<file path="src/rtl/averager_pkg.sv">
// Shared types and sizing helpers for the averager buffer readout path.
// Latency: none (declarations only).
// Backpressure: not applicable.
package averager_pkg;

    // Readout FSM states.
    typedef enum logic [1:0] {
        IDLE  = 2'd0,
        READ  = 2'd1,
        DRAIN = 2'd2
    } rd_state_e;

    // One stream beat as stored in the skid FIFO.
    typedef struct packed {
        logic        last;
        logic [31:0] data;
    } beat_t;

    localparam int DEFAULT_READ_LATENCY = 2;

    // The skid FIFO must absorb every read in flight plus two more entries
    // so the issue rule can keep one word per cycle flowing.
    localparam int FIFO_DEPTH = DEFAULT_READ_LATENCY + 2;

    function automatic int fifo_depth(input int read_latency);
        return read_latency + 2;
    endfunction

    // n_avg carries the frame count in the bits left over above the
    // buffer address width.
    function automatic int navg_w(input int width);
        return 32 - width;
    endfunction

endpackage

</file>
<file path="src/rtl/averager_reader_fifo.sv">
// Small synchronous skid FIFO; head entry is a flop that drives dat_o directly.
// Latency: 1 cycle push-to-vld_o; count updates on the same edge.
// Backpressure: pop_i is ignored while empty; push_i must never hit a full FIFO.
//
// Ports:
//   clk, rst      clock, synchronous active-high reset
//   push_i/_dat_i write strobe and word
//   pop_i         consume head entry (when vld_o)
//   vld_o, dat_o  head valid and head word (registered)
//   cnt_o         number of stored entries
module averager_reader_fifo #(
    parameter int DEPTH = 4,
    parameter int W     = 33
) (
    input  logic                       clk,
    input  logic                       rst,
    input  logic                       push_i,
    input  logic [W-1:0]               push_dat_i,
    input  logic                       pop_i,
    output logic                       vld_o,
    output logic [W-1:0]               dat_o,
    output logic [$clog2(DEPTH+1)-1:0] cnt_o
);

    localparam int CNT_W = $clog2(DEPTH + 1);
    localparam int IDX_W = $clog2(DEPTH);

    logic [W-1:0]     ent_q [DEPTH];
    logic [W-1:0]     ent_d [DEPTH];
    logic [CNT_W-1:0] cnt_q, cnt_d;
    logic [CNT_W-1:0] wr_idx;
    logic             vld_q, vld_d;
    logic             do_pop;

    // Shift-register organisation: entry 0 is always the head, so the
    // output is a plain flop and stays put while the consumer stalls.
    always_comb begin
        ent_d  = ent_q;
        cnt_d  = cnt_q;
        wr_idx = cnt_q;
        do_pop = pop_i && vld_q;
        if (do_pop) begin
            for (int i = 0; i < DEPTH - 1; i++) begin
                ent_d[i] = ent_q[i + 1];
            end
            ent_d[DEPTH - 1] = '0;
            wr_idx = cnt_q - CNT_W'(1);
        end
        if (push_i && (int'(wr_idx) < DEPTH)) begin
            ent_d[wr_idx[IDX_W-1:0]] = push_dat_i;
        end
        cnt_d = cnt_q + CNT_W'(push_i) - CNT_W'(do_pop);
        vld_d = (cnt_d != '0);
    end

    always_ff @(posedge clk) begin
        if (rst) begin
            for (int i = 0; i < DEPTH; i++) begin
                ent_q[i] <= '0;
            end
            cnt_q <= '0;
            vld_q <= 1'b0;
        end else begin
            ent_q <= ent_d;
            cnt_q <= cnt_d;
            vld_q <= vld_d;
        end
    end

    assign vld_o = vld_q;
    assign dat_o = ent_q[0];
    assign cnt_o = cnt_q;

endmodule

</file>
<file path="src/rtl/averager_reader.sv">
// Streams the averager accumulation buffer out over AXI4-Stream after each frame.
// Latency: trigger at T -> first read T+1, first tvalid T+2+READ_LATENCY (+1 with shift stage).
// Backpressure: reads are throttled so the skid FIFO never overflows; stalls delay, never drop.
//
// Ports:
//   clk, rst        clock, synchronous active-high reset
//   ready, n_avg    averager frame-complete pulse (edge detected) and frame count
//   bram_*          BRAM port-B read: byte address, enable, data (READ_LATENCY later)
//   shift           arithmetic right shift, only with AVERAGER_READER_SHIFT_EN
//   m_axis_*        output stream, tlast on word 2^WIDTH-1
//   n_avg_out       n_avg captured at trigger
//   busy, missed    readout in progress; saturating count of ignored triggers
//
// Build option: define AVERAGER_READER_SHIFT_EN to insert a registered
// arithmetic-shift stage between BRAM and FIFO.
module averager_reader
    import averager_pkg::*;
#(
    parameter int WIDTH        = 8,
    parameter int READ_LATENCY = 2
) (
    input  logic                     clk,
    input  logic                     rst,
    input  logic                     ready,
    input  logic [navg_w(WIDTH)-1:0] n_avg,
    output logic [WIDTH+1:0]         bram_addr,
    input  logic [31:0]              bram_rdata,
    output logic                     bram_en,
    input  logic [4:0]               shift,
    output logic [31:0]              m_axis_tdata,
    output logic                     m_axis_tvalid,
    input  logic                     m_axis_tready,
    output logic                     m_axis_tlast,
    output logic [navg_w(WIDTH)-1:0] n_avg_out,
    output logic                     busy,
    output logic [15:0]              missed
);

`ifdef AVERAGER_READER_SHIFT_EN
    localparam int EFF_LAT = READ_LATENCY + 1;
`else
    localparam int EFF_LAT = READ_LATENCY;
`endif
    localparam int DEPTH = fifo_depth(EFF_LAT);
    localparam int CNT_W = $clog2(DEPTH + 1);
    localparam int NW    = navg_w(WIDTH);

    rd_state_e               state_q, state_d;
    logic [WIDTH-1:0]        idx_q, idx_d;
    logic [NW-1:0]           navg_q, navg_d;
    logic [15:0]             missed_q, missed_d;
    logic                    ready_q;
    logic                    trig;

    // One valid/last bit per read still travelling through the BRAM.
    logic [READ_LATENCY-1:0] pvld_q;
    logic [READ_LATENCY-1:0] plast_q;

    logic                    issue;
    logic                    frame_done;
    logic [CNT_W-1:0]        inflight;
    logic [CNT_W-1:0]        fifo_cnt;
    logic                    fifo_vld;
    beat_t                   push_beat;
    logic                    push;
    beat_t                   head_beat;

    assign trig = ready && !ready_q;

`ifdef AVERAGER_READER_SHIFT_EN
    logic        sh_vld_q;
    logic        sh_last_q;
    logic [31:0] sh_dat_q;

    always_ff @(posedge clk) begin
        if (rst) begin
            sh_vld_q  <= 1'b0;
            sh_last_q <= 1'b0;
            sh_dat_q  <= '0;
        end else begin
            sh_vld_q  <= pvld_q[READ_LATENCY-1];
            sh_last_q <= plast_q[READ_LATENCY-1];
            if (pvld_q[READ_LATENCY-1]) begin
                sh_dat_q <= $signed(bram_rdata) >>> shift;
            end
        end
    end

    assign push           = sh_vld_q;
    assign push_beat.data = sh_dat_q;
    assign push_beat.last = sh_last_q;
`else
    logic shift_unused;
    assign shift_unused   = ^shift;

    assign push           = pvld_q[READ_LATENCY-1];
    assign push_beat.data = bram_rdata;
    assign push_beat.last = plast_q[READ_LATENCY-1];
`endif

    // Reads issued but not yet in the FIFO, including the shift stage.
    always_comb begin
        inflight = '0;
        for (int i = 0; i < READ_LATENCY; i++) begin
            inflight = inflight + CNT_W'(pvld_q[i]);
        end
`ifdef AVERAGER_READER_SHIFT_EN
        inflight = inflight + CNT_W'(sh_vld_q);
`endif
    end

    // Every issued read already owns a FIFO slot, so data returning after
    // any length of stall always has somewhere to land.
    assign issue = (state_q == READ) &&
                   (({1'b0, fifo_cnt} + {1'b0, inflight}) < (CNT_W+1)'(DEPTH));

    // The tlast beat is the last thing in the pipe, so its handshake means
    // the FIFO is empty afterwards.
    assign frame_done = fifo_vld && m_axis_tready && head_beat.last && (inflight == '0);

    always_comb begin
        state_d  = state_q;
        idx_d    = idx_q;
        navg_d   = navg_q;
        missed_d = missed_q;
        case (state_q)
            IDLE: begin
                if (trig) begin
                    state_d = READ;
                    idx_d   = '0;
                    navg_d  = n_avg;
                end
            end
            READ: begin
                if (issue) begin
                    idx_d = idx_q + WIDTH'(1);
                    if (idx_q == '1) begin
                        state_d = DRAIN;
                    end
                end
            end
            DRAIN: begin
                if (frame_done) begin
                    state_d = IDLE;
                end
            end
            default: state_d = IDLE;
        endcase
        if (trig && (state_q != IDLE) && (missed_q != 16'hFFFF)) begin
            missed_d = missed_q + 16'd1;
        end
    end

    always_ff @(posedge clk) begin
        if (rst) begin
            state_q  <= IDLE;
            idx_q    <= '0;
            navg_q   <= '0;
            missed_q <= '0;
            ready_q  <= 1'b0;
            pvld_q   <= '0;
            plast_q  <= '0;
        end else begin
            state_q    <= state_d;
            idx_q      <= idx_d;
            navg_q     <= navg_d;
            missed_q   <= missed_d;
            ready_q    <= ready;
            pvld_q[0]  <= issue;
            plast_q[0] <= issue && (idx_q == '1);
            for (int i = 1; i < READ_LATENCY; i++) begin
                pvld_q[i]  <= pvld_q[i-1];
                plast_q[i] <= plast_q[i-1];
            end
        end
    end

    averager_reader_fifo #(
        .DEPTH (DEPTH),
        .W     ($bits(beat_t))
    ) u_fifo (
        .clk        (clk),
        .rst        (rst),
        .push_i     (push),
        .push_dat_i (push_beat),
        .pop_i      (m_axis_tready),
        .vld_o      (fifo_vld),
        .dat_o      (head_beat),
        .cnt_o      (fifo_cnt)
    );

    assign bram_addr     = {idx_q, 2'b00};
    assign bram_en       = issue;
    assign m_axis_tvalid = fifo_vld;
    assign m_axis_tdata  = head_beat.data;
    assign m_axis_tlast  = head_beat.last;
    assign n_avg_out     = navg_q;
    assign busy          = (state_q != IDLE);
    assign missed        = missed_q;

endmodule

</file>
<file path="config.mk">
export PLATFORM = sky130hd
export DESIGN_NAME = averager_reader
export DESIGN_NICKNAME = d
export VERILOG_FILES = /design/src/rtl/averager_pkg.sv /design/src/rtl/averager_reader_fifo.sv /design/src/rtl/averager_reader.sv
export SDC_FILE = /design/constraint.sdc
export NUM_CORES = 1
export LEC_CHECK = 0
export BUFFER_PORTS_ARGS = -buffer_cell sky130_fd_sc_hd__buf_2
export CORE_MARGIN = 2
export CORE_UTILIZATION = 45
export CTS_BUF_LIST = sky130_fd_sc_hd__clkbuf_8 sky130_fd_sc_hd__clkbuf_16
export DETAILED_ROUTE_END_ITERATION = 6
export PLACE_DENSITY_LB_ADDON = 0.12
export SLEW_MARGIN = 20
export SYNTH_ARGS = -nofsm -noshare
export SYNTH_HDL_FRONTEND = slang
export SYNTH_SLANG_ARGS = --single-unit
</file>
<file path="constraint.sdc">
create_clock -name clk -period 3.2 [get_ports clk]
set_input_delay 0.16 -clock clk [delete_from_list [all_inputs] [get_ports clk]]
set_output_delay 0.16 -clock clk [all_outputs]
set_load 0.05 [all_outputs]
</file>
==> results of run 1 <==
metrics by stage:
stage	setup slack (ps)	hold WS, ps	std cells	utilization (%)	total power [µW]
floorplan	120	288	984	-	3360
global placement	700	400	1305	49.2	3620
detailed placement	684	406	1305	49.2	3630
CTS	645	24.1	1362	53.3	5670
global route	444	40.9	1363	53.3	5860
finish	638	43.3	1363	53.3	5620
metal layers:
metal	vias up	part of all wire, %
li1	3640	-
met1	3377	47
met2	182	46
met3	20	5.3
met4	0	1.4
met5	-	0
cells in the final DEF (no fill, tap or decap), types with 7 or more instances in the layout:
cell	count
sky130_fd_sc_hd__nor2_1	13
sky130_fd_sc_hd__mux2_2	70
sky130_fd_sc_hd__a311oi_1	35
sky130_fd_sc_hd__nand3_1	42
sky130_fd_sc_hd__dfxtp_1	190
sky130_fd_sc_hd__mux2i_1	99
sky130_fd_sc_hd__o21ai_0	10
sky130_fd_sc_hd__a21oi_1	43
sky130_fd_sc_hd__clkbuf_16	17
sky130_fd_sc_hd__or4_1	8
sky130_fd_sc_hd__buf_2	142
sky130_fd_sc_hd__inv_1	14
sky130_fd_sc_hd__nor2b_1	7
sky130_fd_sc_hd__nor3_1	11
sky130_fd_sc_hd__dlygate4sd3_1	25
sky130_fd_sc_hd__buf_4	21
sky130_fd_sc_hd__nand2_1	229
sky130_fd_sc_hd__ha_1	8
sky130_fd_sc_hd__a211oi_1	36
sequential cells by signal (all words and copies together), names as in the netlist:
register      flops
u_fifo.ent_q     99
u_fifo.dat_o     33
n_avg_out        24
missed           16
idx_q             8
u_fifo.cnt_o      3
plast_q           2
pvld_q            2
state_q           2
ready_q           1
u_fifo.vld_o      1
where the power goes:
part           leakage [µW]  internal (µW)  switching [µW]
Clock              0.000280           1100             922
Sequential          0.00154           2460            57.8
Combinational       0.00260            331             746
path summary, 6_finish.rpt:
kind	start	to	slack (ps)	depth (start not counted)
min reg2reg	plast_q[0]$_SDFF_PP0_	plast_q[1]$_SDFF_PP0_	440	1
max reg2reg	u_fifo.cnt_o[1]$_SDFF_PP0_	u_fifo.ent_q[10]$_SDFF_PP0_	640	6
max	u_fifo.cnt_o[1]$_SDFF_PP0_	u_fifo.ent_q[10]$_SDFF_PP0_	640	6
min	bram_rdata[19]	u_fifo.ent_q[85]$_SDFF_PP0_	40	3
area by class of cell:
type                       instances  share of cell area (%)
antenna                            1                  0.0240
tap                              265                    3.19
inverter                          13                   0.517
multi-input combinational        673                    43.5
clock inverter                    13                   0.962
sequential                       191                    36.7
timing repair buffer             188                    10.7
clock buffer                      19                    4.35
cells by family after synthesis:
kind of cell | share of synthesized area, %
AND/OR/NAND/NOR | 17.5
flip-flops | 42.5
multiplexers | 19.8
AO/OA/AOI/OAI | 10.9
buffers and inverters | 7.71
adder cells (fa/ha/maj) | 1.33
XOR/XNOR | 0.292
other | 0.0416
worst register-to-register path: cells and delay by family, from the launching register on:
kind / cells / cell delay, ps
compound gates: 1 / 230
buf+inv: 2 / 480
flops: 1 / 420
mux: 1 / 240
fa+ha+maj: 1 / 300
simple gates: 1 / 820
==> flow_summary.json, run 1 <==
{
  "ys_ff_latch": 191,
  "drtPass1Iterations": 5,
  "cts_post_setup_buffers_inserted": 0,
  "io_buffers": 143,
  "synth.top_cells.by_area": "sky130_fd_sc_hd__dfxtp_1 (42%), sky130_fd_sc_hd__mux2i_1 (11%), sky130_fd_sc_hd__nand2_1 (9.6%)",
  "replace_congestion": 0.728,
  "area.growth.synth_to_final_pct": 15.6,
  "wl_per_instance_um": 15.5,
  "numClockSinks": 191,
  "relSlewSlack_pct": 33.3,
  "cts_root_buf": "sky130_fd_sc_hd__clkbuf_16",
  "fp.dieArea_um2": 21200,
  "grt_first_pass_wirelength_mm": 34.9,
  "h_tree_level_count": 4,
  "synth_enable_flop_cells": 0,
  "finalInstanceArea_um2": 10400,
  "initial_utilization_pct": 46.1,
  "grt_busiest_layer": "met2",
  "final_period_demand_of_the_worst_path_ps": 2560,
  "dieWidth_um": 145,
  "leakage_uw": 0.00443,
  "pin_count_of_the_biggest_net_entering_global_routing": 81,
  "die_h_um": 145,
  "gr-usage-met3_pct": 4.42,
  "timing.final.setup_violations": 0,
  "final_nets": 1158,
  "final.period_utilization_pct": 80.1,
  "critical_path_class": "reg -> reg",
  "final_max_slew_viol_count": 0,
  "worstSetupStartpointType": "register",
  "ys.flop_type": "sky130_fd_sc_hd__dfxtp_1",
  "cts.path.max_buffers": 2,
  "initialDrtViolationCount": 347,
  "synthesis.area_per_instance_um2": 9.16,
  "fmaxAchievable_mhz": 390,
  "groute.layer.met2.usage_pct": 32.6,
  "min-delay-path-class": "in -> reg",
  "async_reset_ff_share_pct": 0,
  "area_of_combinational_cells_with_multiple_inputs_um2": 4530,
  "netlist_instances": 983,
  "detailed_place.area_um2": 9600,
  "power.ir.vdd_worst_mv": 0.413,
  "tritoncts_clock_tree": "done",
  "p_per_area_nw_per_um2": 540,
  "maxCapViolCount": 0,
  "clk_latency_ps": 440,
  "final_antenna_net_count": 0,
  "setup_repair_after_global_routing_missed_its_margin": "no",
  "skew_ps": 12.1,
  "worstPathCellList": "inv_1 > ha_1 > or4_1 > a21oi_4 > buf_4 > mux2i_1",
  "design.core.area_um2": 19500,
  "synth_area_leader_cell": "sky130_fd_sc_hd__dfxtp_1",
  "report.final.hold_viol_count": 0,
  "netlist_top_cells_count": "sky130_fd_sc_hd__nand2_1 (230), sky130_fd_sc_hd__dfxtp_1 (191), sky130_fd_sc_hd__mux2i_1 (99), sky130_fd_sc_hd__mux2_2 (70), sky130_fd_sc_hd__clkbuf_1 (44)",
  "crit_family": "simple AND/OR/NAND/NOR gates",
  "fillers": 1843,
  "cts-hold-fix-buffers": 25,
  "measured_slew_at_the_worst_slew_check_pin_ps": 997,
  "grt_overflow": 0,
  "drt-vias-per-instance": 5.30,
  "cts_resized": 0,
  "synth.cell_area_um2": 9010,
  "wirelength_mm": 21.1,
  "track_usage_pct": 19.8,
  "post-route-drc-count": 0,
  "crit_path_end_kind": "register",
  "timing.critical_path.slowest_stage_cell": "sky130_fd_sc_hd__or4_1",
  "drive_above_1_share_pct": 25.3,
  "grt_met1_use_pct": 26.3,
  "clkSlewWorstSetupHoldPaths_ps": 70,
  "synth.distinct_cells": 51,
  "dr_total_vias": 7219,
  "worst_ep_required_time_ps": 3560,
  "grt_antenna_before_repair": 1,
  "maximum_single_stage_delay_on_the_critical_path_ps": 820,
  "hpwlAfterDp_mm": 13.0,
  "timing.critical_path.buf_inv": 2,
  "yosysMostFrequentCell": "sky130_fd_sc_hd__nand2_1",
  "sequential_cell_area_um2": 3820,
  "number_of_cell_rows": 51,
  "yosys.area.top_type_share_pct": 42.5,
  "number_of_warnings_printed_during_yosys_synthesis": 0,
  "yosysSeqAreaShare_pct": 42.5,
  "cts-buffers-inserted": 17,
  "io_pins": 151,
  "worstPathMaxFanout": 19,
  "fin_tns_setup_ps": 0,
  "grt_pass1_vias": 6939,
  "arrival_time_of_the_worst_setup_path_ps": 2920,
  "status": "completed"
}
Power figures use the tool's default switching activity.
==> inputs of run 2 (changes only) <==
--- a/config.mk
+++ b/config.mk
@@ -5,6 +5,7 @@
 export SDC_FILE = /design/constraint.sdc
 export NUM_CORES = 1
 export LEC_CHECK = 0
+export ABC_AREA = 1
 export BUFFER_PORTS_ARGS = -buffer_cell sky130_fd_sc_hd__buf_2
 export CORE_MARGIN = 2
 export CORE_UTILIZATION = 45
==> constraint.sdc (replaced) <==
create_clock -name clk -period 2.5 [get_ports clk]
set_input_delay 0.125 -clock clk [delete_from_list [all_inputs] [get_ports clk]]
set_output_delay 0.125 -clock clk [all_outputs]
set_load 0.05 [all_outputs]
==> flow_summary.json, run 2 <==
{
  "layout_commonest_cell": "sky130_fd_sc_hd__nand2_1",
  "setup_repair_after_global_routing_missed_its_margin": "no",
  "fin_util_pct": 52.6,
  "leakage_uw": 0.00519,
  "timing.final.setup_violations": 0,
  "drtPass1Iterations": 5,
  "worstPathMaxFanout": 45,
  "hpwlAfterDp_mm": 17.3,
  "fin_tns_setup_ps": 0,
  "pwr-share-seq_pct": 35.4,
  "initial_utilization_pct": 45.7,
  "replace_congestion": 0.787,
  "synth.cell_area_um2": 10300,
  "fillers": 2283,
  "io_buffers": 143,
  "proportion_of_total_power_due_to_net_switching_pct": 41.0,
  "rr_worst_depth": 9,
  "netlist_instances": 1663,
  "yosysMostFrequentCell": "sky130_fd_sc_hd__nand2_1",
  "synth.top_cells.by_area": "sky130_fd_sc_hd__dfxtp_1 (37%), sky130_fd_sc_hd__nand2_1 (23%), sky130_fd_sc_hd__a21oi_1 (6.5%)",
  "maxCapViolCount": 0,
  "post-place-cells": 1976,
  "wirelength_mm": 29.3,
  "cts.path.max_buffers": 2,
  "register_with_the_most_flip_flops": "u_fifo.ent_q",
  "holdCritStartpoint": "bram_rdata[10]",
  "cts_root_buf": "sky130_fd_sc_hd__clkbuf_16",
  "relSlewSlack_pct": 50.5,
  "clock_power_share_pct": 30.0,
  "cts_post_setup_buffers_inserted": 0,
  "number_of_warnings_printed_during_yosys_synthesis": 0,
  "final_max_slew_viol_count": 0,
  "die_h_um": 155,
  "power.ir.vdd_worst_mv": 0.640,
  "synth.distinct_cells": 29,
  "wl_per_instance_um": 14.4,
  "worstSetupStartpointType": "register",
  "largest_register_ffs": 99,
  "yosys.area.top_type_share_pct": 37.1,
  "clk_latency_ps": 440,
  "final_period_demand_of_the_worst_path_ps": 2290,
  "cts-buffers-inserted": 17,
  "number_of_standard_cells_in_the_final_layout_excluding_fillers": 2043,
  "grt_first_pass_wirelength_mm": 48.5,
  "skew_ps": 16.7,
  "grt_pass1_vias": 9576,
  "synth_enable_flop_cells": 0,
  "post-route-drc-count": 0,
  "min-delay-path-class": "in -> reg",
  "grt_antenna_before_repair": 0,
  "yosysSeqAreaShare_pct": 37.1,
  "area.growth.synth_to_final_pct": 15.0,
  "clkSlewWorstSetupHoldPaths_ps": 70,
  "regToRegEndpoint": "u_fifo.ent_q[48]$_SDFF_PP0_",
  "report.final.hold_viol_count": 0,
  "tritoncts_clock_tree": "done",
  "r2r-start": "u_fifo.vld_o$_SDFF_PP0_",
  "critical_path_class": "reg -> reg",
  "p_per_area_nw_per_um2": 768,
  "final.period_utilization_pct": 91.4,
  "worst_hold_path.num_cells": 3,
  "numClockSinks": 191,
  "number_of_cell_rows": 55,
  "sequential_cell_area_um2": 3830,
  "area_of_combinational_cells_with_multiple_inputs_um2": 5350,
  "fp.dieArea_um2": 24200,
  "p_int_uw": 5380,
  "dieWidth_um": 155,
  "h_tree_level_count": 4,
  "drive_above_1_share_pct": 12.8,
  "timing.reg2reg.setup_slack_ps": 210,
  "track_usage_pct": 24.5,
  "pin_count_of_the_biggest_net_entering_global_routing": 121,
  "measured_slew_at_the_worst_slew_check_pin_ps": 742,
  "min_to": "u_fifo.ent_q[10]$_SDFF_PP0_",
  "initialDrtViolationCount": 658,
  "async_reset_ff_share_pct": 0,
  "final_antenna_net_count": 0,
  "finalInstanceArea_um2": 11900,
  "switchingPower_uw": 3730,
  "synth_area_leader_cell": "sky130_fd_sc_hd__dfxtp_1",
  "detailed_place.area_um2": 10900,
  "drt-vias-per-instance": 5.09,
  "num_antenna_cells": 0,
  "leading_cell_types_in_the_layout_fill_and_taps_excluded": "sky130_fd_sc_hd__nand2_1 (644), sky130_fd_sc_hd__dfxtp_1 (190), sky130_fd_sc_hd__nor2_1 (155), sky130_fd_sc_hd__buf_2 (142), sky130_fd_sc_hd__a21oi_1 (134)",
  "final_nets": 1820,
  "worst_ep_required_time_ps": 2850,
  "synthesis.area_per_instance_um2": 6.20,
  "netlist_top_cells_count": "sky130_fd_sc_hd__nand2_1 (644), sky130_fd_sc_hd__dfxtp_1 (191), sky130_fd_sc_hd__nor2_1 (156), sky130_fd_sc_hd__a21oi_1 (134), sky130_fd_sc_hd__o21ai_0 (120)",
  "ys_ff_latch": 191,
  "io_pins": 151,
  "status": "completed",
  "design.core.area_um2": 22600,
  "grt_overflow": 0,
  "fmaxAchievable_mhz": 438,
  "crit_path_end_kind": "register",
  "comb_power_share_pct": 34.7,
  "dr_total_vias": 10391,
  "arrival_time_of_the_worst_setup_path_ps": 2630,
  "ys.flop_type": "sky130_fd_sc_hd__dfxtp_1"
}
## run 2: cells by family after synthesis
kind of cell	share of synthesized area, %
compound gates	12.9
xor+xnor	0.764
fa+ha+maj	1.16
buf+inv	11.3
flops	37.1
other cells	0.0364
simple gates	36.8
## run 2: layout make-up
type | count | share of cell area [%]
tap | 285 | 3.01
clock inverter | 14 | 1.23
clock buffer | 17 | 3.59
inverter | 104 | 3.40
timing repair buffer | 208 | 11.5
sequential | 191 | 32.3
multi-input combinational | 1224 | 45.1
## run 2: routing by layer
metal	global-route usage, %	vias to the layer above	wire, µm
met4	6.47	0	303
met2	39.7	372	13200
met1	33.9	4610	13800
met3	4.32	21	2060
li1	-	5388	-
met5	0	-	0
## run 2: how the worst max path moves through the flow
| stage | start | endpoint | depth (start not counted) |
|---|---|---|---|
| 4_1_cts | pvld_q[1]$_SDFF_PP0_ | bram_en | 6 |
| 3_5_place_dp | u_fifo.vld_o$_SDFF_PP0_ | u_fifo.ent_q[48]$_SDFF_PP0_ | 9 |
| 3_3_place_gp | u_fifo.vld_o$_SDFF_PP0_ | u_fifo.ent_q[43]$_SDFF_PP0_ | 9 |
| 5_1_grt | u_fifo.vld_o$_SDFF_PP0_ | u_fifo.ent_q[43]$_SDFF_PP0_ | 9 |
| 6_report | u_fifo.vld_o$_SDFF_PP0_ | u_fifo.ent_q[48]$_SDFF_PP0_ | 9 |
| 2_1_floorplan | u_fifo.vld_o$_SDFF_PP0_ | u_fifo.vld_o$_SDFF_PP0_ | 15 |
## run 2: through the flow
step | hold slack [ps] | setup slack [ps] | total power (µW)
after floorplan | 220 | 6.70 | 5600
after global placement | 346 | 279 | 6360
after detailed placement | 352 | 259 | 6380
after CTS | 0.311 | 49.4 | 9160
after global routing | 20.6 | 36.9 | 9620
final | 11.8 | 215 | 9110
## run 2: critical path: stages, from the launching register on
cell and delay (ps):
sky130_fd_sc_hd__dfxtp_4 350, sky130_fd_sc_hd__nand2_4 90, sky130_fd_sc_hd__inv_2 50, sky130_fd_sc_hd__ha_2 390
sky130_fd_sc_hd__buf_4 500, sky130_fd_sc_hd__buf_4 410, sky130_fd_sc_hd__nand4_1 130, sky130_fd_sc_hd__nand2_1 90
sky130_fd_sc_hd__nand2_1 50, sky130_fd_sc_hd__a21oi_1 140
## run 2: power by group through the flow
stage | sequential [µW] | clock [µW] | combinational (µW)
2_1_floorplan | 3480 | 0 | 2120
3_3_place_gp | 3290 | 0 | 3070
3_5_place_dp | 3290 | 0 | 3090
4_1_cts | 3220 | 2800 | 3140
5_1_grt | 3240 | 2920 | 3470
6_report | 3220 | 2730 | 3160
## run 2: repair_timing
item | 4_1_cts | 5_1_grt
hold buffers | 36 | 0
resized for setup | 0 | 1
setup endpoints to repair | 0 | 1
hold endpoints to repair | 36 | 0
